`config.mk`:
```
export PLATFORM = sky130hd
export DESIGN_NAME = mm_job_sequencer
export DESIGN_NICKNAME = d
export VERILOG_FILES = /design/src/rtl/mm_job_sequencer.sv
export SDC_FILE = /design/constraint.sdc
export NUM_CORES = 1
export LEC_CHECK = 0
export ABC_AREA = 1
export CORE_UTILIZATION = 44
export DETAILED_ROUTE_END_ITERATION = 8
export GPL_ROUTABILITY_DRIVEN = 0
export PLACE_DENSITY = 0.72
export REMOVE_ABC_BUFFERS = 1
export SYNTH_ARGS = -nofsm -noshare
export SYNTH_HDL_FRONTEND = slang
export SYNTH_SLANG_ARGS = --single-unit
```
`constraint.sdc`:
```
create_clock -name clk -period 1.45 [get_ports clk]
set_input_delay 0.2175 -clock clk [delete_from_list [all_inputs] [get_ports clk]]
set_output_delay 0.2175 -clock clk [all_outputs]
set_load 0.01 [all_outputs]
```
`src/rtl/mm_job_sequencer.sv`:
```
// Job sequencer for one 2x2 x 2x2 matrix multiply on the shared multiplier/regfile/adder datapath.
// Takes an operand pair, issues 8 product writes, captures 4 sums, then streams the results out.
module mm_job_sequencer #(
    parameter int EW = 3,
    parameter int PW = 2 * EW,
    parameter int SW = PW + 1
) (
    input  logic            clk,
    input  logic            reset,
    input  logic            abort,
    input  logic            req_valid,
    output logic            req_ready,
    input  logic [4*EW-1:0] mat_a,
    input  logic [4*EW-1:0] mat_b,
    output logic [EW-1:0]   elem_a,
    output logic [EW-1:0]   elem_b,
    output logic [3:0]      entry_idx,
    output logic            prod_wr,
    input  logic [4*SW-1:0] sum_in,
    output logic            res_valid,
    input  logic            res_ready,
    output logic [SW-1:0]   res_data,
    output logic [1:0]      res_addr,
    output logic            busy,
    output logic            done
);

    typedef enum logic [1:0] {
        ST_IDLE = 2'd0,
        ST_MULT = 2'd1,
        ST_SUM  = 2'd2,
        ST_OUT  = 2'd3
    } state_t;

    state_t          state_r, state_s;
    logic [2:0]      step_r, step_s;
    logic [1:0]      addr_r, addr_s;
    logic [4*EW-1:0] a_r, a_s, b_r, b_s;
    logic [SW-1:0]   result_r [4];
    logic [SW-1:0]   result_s [4];
    logic            done_s;

    logic            req_ready_r, req_ready_s;
    logic            busy_r, busy_s;
    logic            prod_wr_r, prod_wr_s;
    logic [3:0]      entry_idx_r, entry_idx_s;
    logic [EW-1:0]   elem_a_r, elem_a_s, elem_b_r, elem_b_s;
    logic            res_valid_r, res_valid_s;
    logic [SW-1:0]   res_data_r, res_data_s;
    logic            done_r;

    function automatic logic [EW-1:0] pick(input logic [4*EW-1:0] m, input logic [1:0] idx);
        pick = m[idx*EW +: EW];
    endfunction

    // State, counters, latched operands and captured sums
    always_ff @(posedge clk) begin
        if (!reset) begin
            state_r <= ST_IDLE;
            step_r  <= 3'd0;
            addr_r  <= 2'd0;
            a_r     <= {(4*EW){1'b0}};
            b_r     <= {(4*EW){1'b0}};
            for (int e = 0; e < 4; e++) begin
                result_r[e] <= {SW{1'b0}};
            end
        end else begin
            state_r  <= state_s;
            step_r   <= step_s;
            addr_r   <= addr_s;
            a_r      <= a_s;
            b_r      <= b_s;
            result_r <= result_s;
        end
    end

    // Next-state logic; abort overrides every transition including a same-cycle accept
    always_comb begin
        state_s  = state_r;
        step_s   = step_r;
        addr_s   = addr_r;
        a_s      = a_r;
        b_s      = b_r;
        result_s = result_r;
        done_s   = 1'b0;
        if (abort) begin
            state_s = ST_IDLE;
            step_s  = 3'd0;
            addr_s  = 2'd0;
        end else begin
            case (state_r)
                ST_IDLE: begin
                    if (req_valid && req_ready_r) begin
                        state_s = ST_MULT;
                        step_s  = 3'd0;
                        a_s     = mat_a;
                        b_s     = mat_b;
                    end else begin
                        state_s = ST_IDLE;
                    end
                end
                ST_MULT: begin
                    if (step_r == 3'd7) begin
                        state_s = ST_SUM;
                        step_s  = 3'd0;
                    end else begin
                        step_s = step_r + 3'd1;
                    end
                end
                ST_SUM: begin
                    for (int e = 0; e < 4; e++) begin
                        result_s[e] = sum_in[e*SW +: SW];
                    end
                    state_s = ST_OUT;
                    addr_s  = 2'd0;
                end
                ST_OUT: begin
                    if (res_ready) begin
                        if (addr_r == 2'd3) begin
                            state_s = ST_IDLE;
                            addr_s  = 2'd0;
                            done_s  = 1'b1;
                        end else begin
                            addr_s = addr_r + 2'd1;
                        end
                    end else begin
                        addr_s = addr_r;
                    end
                end
                default: begin
                    state_s = ST_IDLE;
                    step_s  = 3'd0;
                    addr_s  = 2'd0;
                end
            endcase
        end
    end

    // Output decode from the next state so every output leaves a flop with no extra latency.
    // Slot k computes C[r] partial t: A[i][t] (bits {i,t}) times B[t][j] (bits {t,j}).
    always_comb begin
        req_ready_s = 1'b0;
        busy_s      = 1'b0;
        prod_wr_s   = 1'b0;
        entry_idx_s = 4'd0;
        elem_a_s    = {EW{1'b0}};
        elem_b_s    = {EW{1'b0}};
        res_valid_s = 1'b0;
        res_data_s  = {SW{1'b0}};
        case (state_s)
            ST_IDLE: req_ready_s = 1'b1;
            ST_MULT: begin
                busy_s      = 1'b1;
                prod_wr_s   = 1'b1;
                entry_idx_s = {1'b0, step_s};
                elem_a_s    = pick(a_s, {step_s[2], step_s[0]});
                elem_b_s    = pick(b_s, {step_s[0], step_s[1]});
            end
            ST_SUM:  busy_s = 1'b1;
            ST_OUT: begin
                busy_s      = 1'b1;
                res_valid_s = 1'b1;
                res_data_s  = result_s[addr_s];
            end
            default: busy_s = 1'b0;
        endcase
    end

    // Output registers
    always_ff @(posedge clk) begin
        if (!reset) begin
            req_ready_r <= 1'b0;
            busy_r      <= 1'b0;
            prod_wr_r   <= 1'b0;
            entry_idx_r <= 4'd0;
            elem_a_r    <= {EW{1'b0}};
            elem_b_r    <= {EW{1'b0}};
            res_valid_r <= 1'b0;
            res_data_r  <= {SW{1'b0}};
            done_r      <= 1'b0;
        end else begin
            req_ready_r <= req_ready_s;
            busy_r      <= busy_s;
            prod_wr_r   <= prod_wr_s;
            entry_idx_r <= entry_idx_s;
            elem_a_r    <= elem_a_s;
            elem_b_r    <= elem_b_s;
            res_valid_r <= res_valid_s;
            res_data_r  <= res_data_s;
            done_r      <= done_s;
        end
    end

    assign req_ready = req_ready_r;
    assign busy      = busy_r;
    assign prod_wr   = prod_wr_r;
    assign entry_idx = entry_idx_r;
    assign elem_a    = elem_a_r;
    assign elem_b    = elem_b_r;
    assign res_valid = res_valid_r;
    assign res_data  = res_data_r;
    assign res_addr  = addr_r;
    assign done      = done_r;

endmodule

```
==> results of run 1 <==
## sequential cells by signal, indices dropped and copies added, names as in the netlist
signal and count:
a_r 12, b_r 12, busy 1, done 1, elem_a 3, elem_b 3, entry_idx 3, prod_wr 1
req_ready 1, res_addr 2, res_data 7, res_valid 1, result_r 28, state_r 2, step_r 3
## cell type report
cell class | count | share of cell area [%]
clock buffer | 13 | 2.65
clock inverter | 3 | 0.811
inverter | 58 | 4.29
multi-input combinational | 304 | 32.8
sequential | 80 | 30.7
tap | 99 | 2.36
timing repair buffer | 139 | 26.4
## final timing paths
check,to,slack (ns),cells past startpoint
worst max-delay path,elem_a[1],-0.08,10
worst min-delay path,a_r[11],0.51,3
worst max register to register,elem_a[1],-0.08,10
worst min register to register,result_r[23],0.53,2
## placed cells by master (no fill, tap or decap), drive strengths merged, types with 14 or more instances in the layout
cell type / instances
dfxtp: 80
buf: 59
nor2: 65
a21oi: 16
o21ai: 53
or2: 15
nand2: 91
clkdlybuf4s50: 66
nand3: 54
clkbuf: 14
inv: 58
## what timing repair did
item | CTS | global route
pin swaps | 9 | 14
resized for setup | 36 | 70
hold buffers | 0 | 0
endpoints found under the setup margin | 27 | 41
setup buffers | 3 | 3
cloned | 1 | 1
## metal layers
layer | global-route usage [%] | wire length, µm
met5 | 0 | 0
met4 | 8.37 | 125
met3 | 3.23 | 338
met2 | 37.9 | 4850
met1 | 30.1 | 4010
## critical path, cell delays in order, from the launching register on
cell and delay, ns:
dfxtp_2 0.34, ha_4 0.16, ha_4 0.17, inv_4 0.07, o21ai_4 0.07, nor2_4 0.10
inv_2 0.06, nor2_4 0.18, buf_12 0.15, nand2_8 0.06, a21oi_2 0.10
## stage by stage
stage	cell area (µm²)	util (%)	setup TNS, ns	power (mW)
after CTS	4970	67.9	-0.231	4.34
after floorplan	3250	-	-6.42	2.48
after global routing	5250	71.6	-1.60	4.55
final	5250	71.6	-0.675	4.38
after global placement	4630	63.2	-13.26	2.77
after detailed placement	4630	63.2	-14.15	2.77
## power by group through the flow
stage / Combinational (mW) / Sequential, mW / Clock (mW)
5_1_grt: 0.594 / 2.25 / 1.70
3_5_place_dp: 0.470 / 2.30 / 0
2_1_floorplan: 0.173 / 2.30 / 0
4_1_cts: 0.494 / 2.25 / 1.59
6_report: 0.544 / 2.25 / 1.59
3_3_place_gp: 0.465 / 2.30 / 0
## cells by family (layout without fill, tap and decap cells)
kind of cell,after synthesis,after routing,synth area share (%)
buffers and inverters,80,213,10.0
DFF,80,80,47.6
and+or+nand+nor,229,230,30.6
other,1,1,0.111
AOI/OAI and AO/OA,70,70,10.6
adders and majority gates,3,3,1.12
==> reports/results.tsv, run 1 <==
metric	value	unit
status	finished with violations	
failing checks	setup timing	
VDD IR max	0.000594	V
total core area	0.00733	mm²
fin crit period	1.53	ns
Post-Place Worst Slack	-0.362	ns
row count	31	
synthesized area per cell	7.27	µm²
gr usage total	22.8	%
RSZ-0062 raised after global routing	yes	
DR DRC count	0	
dpl cells	672	
latest clock arrival within the worst-skew pair	0.35	ns
Final Hold Vio Count	0	
clock tree sinks	80	
CP Class	reg2reg	
PwrDens	836	mW/mm²
worst endpoint required time	1.73	ns
P_sw	1.05	mW
Inserted Clock Buffers	9	
clock network power share	36.3	%
Clock Tree Buf Depth	2	
multi-input logic area	0.00172	mm²
asr flop ratio synth	0	%
routed len/inst	13.4	µm
WL final	9.32	mm
Max-Cap Viols	0	
fin crit share	105	%
DR vias/cell	4.87	
type of origin of the critical path	flip-flop	
maximum fanout along the worst path	5	
clk_skew	0.00812	ns
initial antenna violation count	0	
Warnings, synthesis	0	
most common cell in the synthesized netlist	nand2_1	
hold_ws	0.508	ns
max-slew violation count	0	
Distinct cells, synth	29	
Synth area leaders	dfxtp_1 48%, nand2_1 9.4%, nand3_1 7.7%, nor2_1 6.9%, inv_1 5.5%	
post-synth top area share	47.6	%
final std cells w/o fill	696	
switching part of the total	24.0	%
initial DRC count	154	
Initial Util	45.9	%
Hold Startpoint	mat_a[11]	
share of layout cells above drive strength 1	25.5	%
FF+latch area	0.00161	mm²
combinational power share	12.4	%
Hold Crit Class	in2reg	
dominant cell type by area after synthesis	dfxtp_1	
HPWL after detailed placement	5.70	mm
DIE AREA	0.00800	mm²
first drt pass iteration count	4	
# nets final	652	
port bufs	79	
Clk pin slew, worst setup/hold paths	0.09	ns
die height	89.5	µm
synthesized area	0.00337	mm²
Critical Path End Type	flip-flop	
GRT overflow	0	
io pins	81	
Syn Inst Count	463	
CTS tree	built	
CP arrival	1.81	ns
H-tree depth	3	
first-pass GRT wire length	13.9	mm
via count	3390	
crit path launch	step_r[0]	
Internal	3.33	mW
Post-synth top cells	84 x nand2_1, 80 x dfxtp_1, 62 x nor2_1, 52 x nand3_1, 49 x inv_1	
register bit total from synthesis	80	
Synth Flop Type	dfxtp_1	
die width	89.5	µm
fmax	0.656	GHz
area grow syn2layout	55.9	%
pin count of the biggest net entering global routing	52	
antenna cell count	0	
Final setup viols	17	
Post-synth EDFFs	0	
Final Worst Setup Slack	-0.0754	ns
register area share after synthesis	47.6	%
vias in the first global route	3077	
Flop pwr share	51.3	%
clock root cell	clkbuf_8	
fill cell count	534	
antenna viol nets, final	0	
R2R Path Start	step_r[0]	
LEAKAGE	2.47	nW
Note: power is estimated with default switching activity, not from simulation.
==> run 2, diff against run 1 <==
==> constraint.sdc (replaced) <==
create_clock -name clk -period 1.45 [get_ports clk]
set_input_delay 0.29 -clock clk [delete_from_list [all_inputs] [get_ports clk]]
set_output_delay 0.29 -clock clk [all_outputs]
set_load 0.01 [all_outputs]
==> run 2 against run 1 <==
Compared with the run above: the run still ends with setup timing left; register-to-register slack got worse by 0.02 ns; non-clock buffer count is the same; die area is the same; clock skew fell by 0.0015 ns; clock power rose by 16%; via count grew 0.47%; sequential power hardly changed; first-iteration DRC count grew 18%; wire length shrank 0.58%; global-route usage is 1.3 points higher; flip-flop and latch count unchanged; largest power group unchanged.
==> reports/results.tsv, run 2 (synthesis results as in run 1) <==
metric	value	unit	change
status	finished with violations		unchanged
failing checks	setup timing		unchanged
WL final	9.27	mm	was 9.32 mm
H-tree depth	3		unchanged
post-route cell area	0.00519	mm²	was 0.00525 mm²
DR vias/cell	4.90		was 4.87
Hold Crit Class	in2reg		unchanged
antenna cell count	0		unchanged
Clk pin slew, worst setup/hold paths	0.08	ns	was 0.09 ns
clock tree sinks	80		unchanged
Top Registers	result_r: 28 flops, a_r: 12 flops, b_r: 12 flops		unchanged
HPWL after detailed placement	5.73	mm	was 5.70 mm
PwrDens	888	mW/mm²	was 836 mW/mm²
die height	89.5	µm	unchanged
commonest non-fill, non-tap cell in the layout	nand2_1		unchanged
clk_skew	0.00663	ns	was 0.00812 ns
final std cells w/o fill	695		was 696
Final Hold Vio Count	0		unchanged
row count	31		unchanged
CTS tree	built		unchanged
first-pass GRT wire length	14.7	mm	was 13.9 mm
routed len/inst	13.3	µm	was 13.4 µm
most frequent cells in the layout	79 x nand2_1, 75 x dfxtp_1, 59 x nor2_1, 55 x clkdlybuf4s50_1, 48 x buf_4		was 78 x nand2_1, 75 x dfxtp_1, 66 x clkdlybuf4s50_1, 59 x nor2_1, 48 x buf_4
share of layout cells above drive strength 1	24.5	%	was 25.5%
GRT overflow	0		unchanged
Hold Startpoint	abort		was mat_a[11]
area grow syn2layout	54.3	%	was 55.9%
RSZ-0062 raised after global routing	yes		unchanged
type of origin of the critical path	flip-flop		unchanged
DIE AREA	0.00800	mm²	unchanged
fill cell count	550		was 534
Biggest register	result_r		unchanged
Final setup viols	17		unchanged
die width	89.5	µm	unchanged
vias in the first global route	3142		was 3,077
worst endpoint required time	1.73	ns	about the same
hold_ws	0.469	ns	was 0.508 ns
crit-path cells	ha_4 -> ha_4 -> inv_4 -> o21ai_2 -> nor2_2 -> inv_2 -> nor2_4 -> buf_12 -> nand2_8 -> a21oi_2		was ha_4 -> ha_4 -> inv_4 -> o21ai_4 -> nor2_4 -> inv_2 -> nor2_4 -> buf_12 -> nand2_8 -> a21oi_2
total core area	0.00733	mm²	unchanged
crit path launch	step_r[1]		was step_r[0]
gr usage total	24.1	%	was 22.8%
antenna viol nets, final	0		unchanged
Initial Util	45.9	%	unchanged
Final Worst Setup Slack	-0.0963	ns	was -0.0754 ns
port bufs	79		unchanged
VDD IR max	0.000472	V	was 0.000594 V
clock root cell	clkbuf_8		unchanged
Inserted Clock Buffers	9		unchanged
maximum fanout along the worst path	5		unchanged
Max-Cap Viols	0		unchanged
final setup TNS	-0.983	ns	was -0.675 ns
DR DRC count	0		unchanged
latest clock arrival within the worst-skew pair	0.35	ns	about the same
dpl cells	672		unchanged
first drt pass iteration count	4		unchanged
initial DRC count	181		was 154
fin crit period	1.55	ns	was 1.53 ns
# nets final	652		unchanged
max-slew violation count	0		unchanged
CP arrival	1.83	ns	was 1.81 ns
Clock Tree Buf Depth	2		unchanged
CP Class	reg2reg		unchanged
worst stage delay on the critical path	0.34	ns	about the same
initial antenna violation count	0		unchanged
Crit-path slowest cell	dfxtp_2		unchanged
most used cell, CP	ha_4		
fin crit share	107	%	was 105%
hold buffers post-CTS	0		unchanged
LEAKAGE	2.40	nW	was 2.47 nW
pin count of the biggest net entering global routing	52		unchanged
fmax	0.647	GHz	was 0.656 GHz
via count	3406		was 3,390
io pins	81		unchanged
DP Area	0.00463	mm²	unchanged
R2R Path Start	step_r[1]		was step_r[0]
Core Util, Final	70.8	%	was 71.6%
Critical Path End Type	flip-flop		unchanged
max reg flops	28		unchanged
-- run 2: cell types whose count changed in the layout (fill, tap and decap cells not counted), moves of 5 or more --
cell,delta
o21ai_0,-5
o21ai_1,+8
dlygate4sd2_1,+21
dlymetal6s2s_1,-10
clkdlybuf4s50_1,-11
-- run 2: what timing repair did --
action,in CTS,in global routing
resized for setup,78,34
pin swaps,17,8
endpoints found under the setup margin,46,27
setup buffers,4,1
cloned,2,1
-- run 2: area by class of cell --
class | count | area (µm²) | share of cell area, %
flip-flops and latches | 80 | 1610 | 31.1
clock inverters | 3 | 65.1 | 1.25
inverters | 58 | 224 | 4.31
multi-input cells | 304 | 1670 | 32.2
clock buffers | 12 | 155 | 2.99
repair buffers | 139 | 1340 | 25.8
well taps | 99 | 124 | 2.38
-- run 2: layer usage --
| metal | vias up | global-route usage, % | part of all wire, % |
|---|---|---|---|
| met2 | 102 | 39.6 | 50 |
| met3 | 15 | 4.06 | 4.9 |
| li1 | 1724 | - | - |
| met4 | 0 | 10.5 | 1.7 |
| met1 | 1565 | 31.3 | 43 |
| met5 | - | 0 | 0 |
-- run 2: final timing paths --
path	cells after the start	end	slack, ns
setup / recovery	10	elem_b[2]	-0.1
hold / removal	3	done	0.47
setup reg to reg	10	elem_b[2]	-0.1
hold reg to reg	4	b_r[5]	0.53
-- run 2: through the flow --
stage	power, mW	setup WS (ns)
6_report	4.61	-0.0963
5_1_grt	4.79	-0.151
4_1_cts	4.61	-0.0505
3_5_place_dp	2.77	-0.437
3_3_place_gp	2.77	-0.403
2_1_floorplan	2.48	-0.436
-- run 2: critical path: cells and delay by family, from the launching register on --
family	cells	cell delay (ns)
buf+inv	3	0.29
fa+ha+maj	2	0.32
simple gates	3	0.38
flops	1	0.34
compound gates	2	0.16
-- run 2: where the power goes --
part	internal, mW	switching (mW)	total (mW)
Combinational	0.286	0.236	0.522
Clock	1.05	0.787	1.84
Sequential	2.24	0.0125	2.25
Total	3.57	1.04	4.61
==> run 3, diff against run 2 <==
- CTS_CLUSTER_DIAMETER: unset -> 80
==> results of run 3 <==
The final DEF is identical to that of run 2; final timing and power are the same.
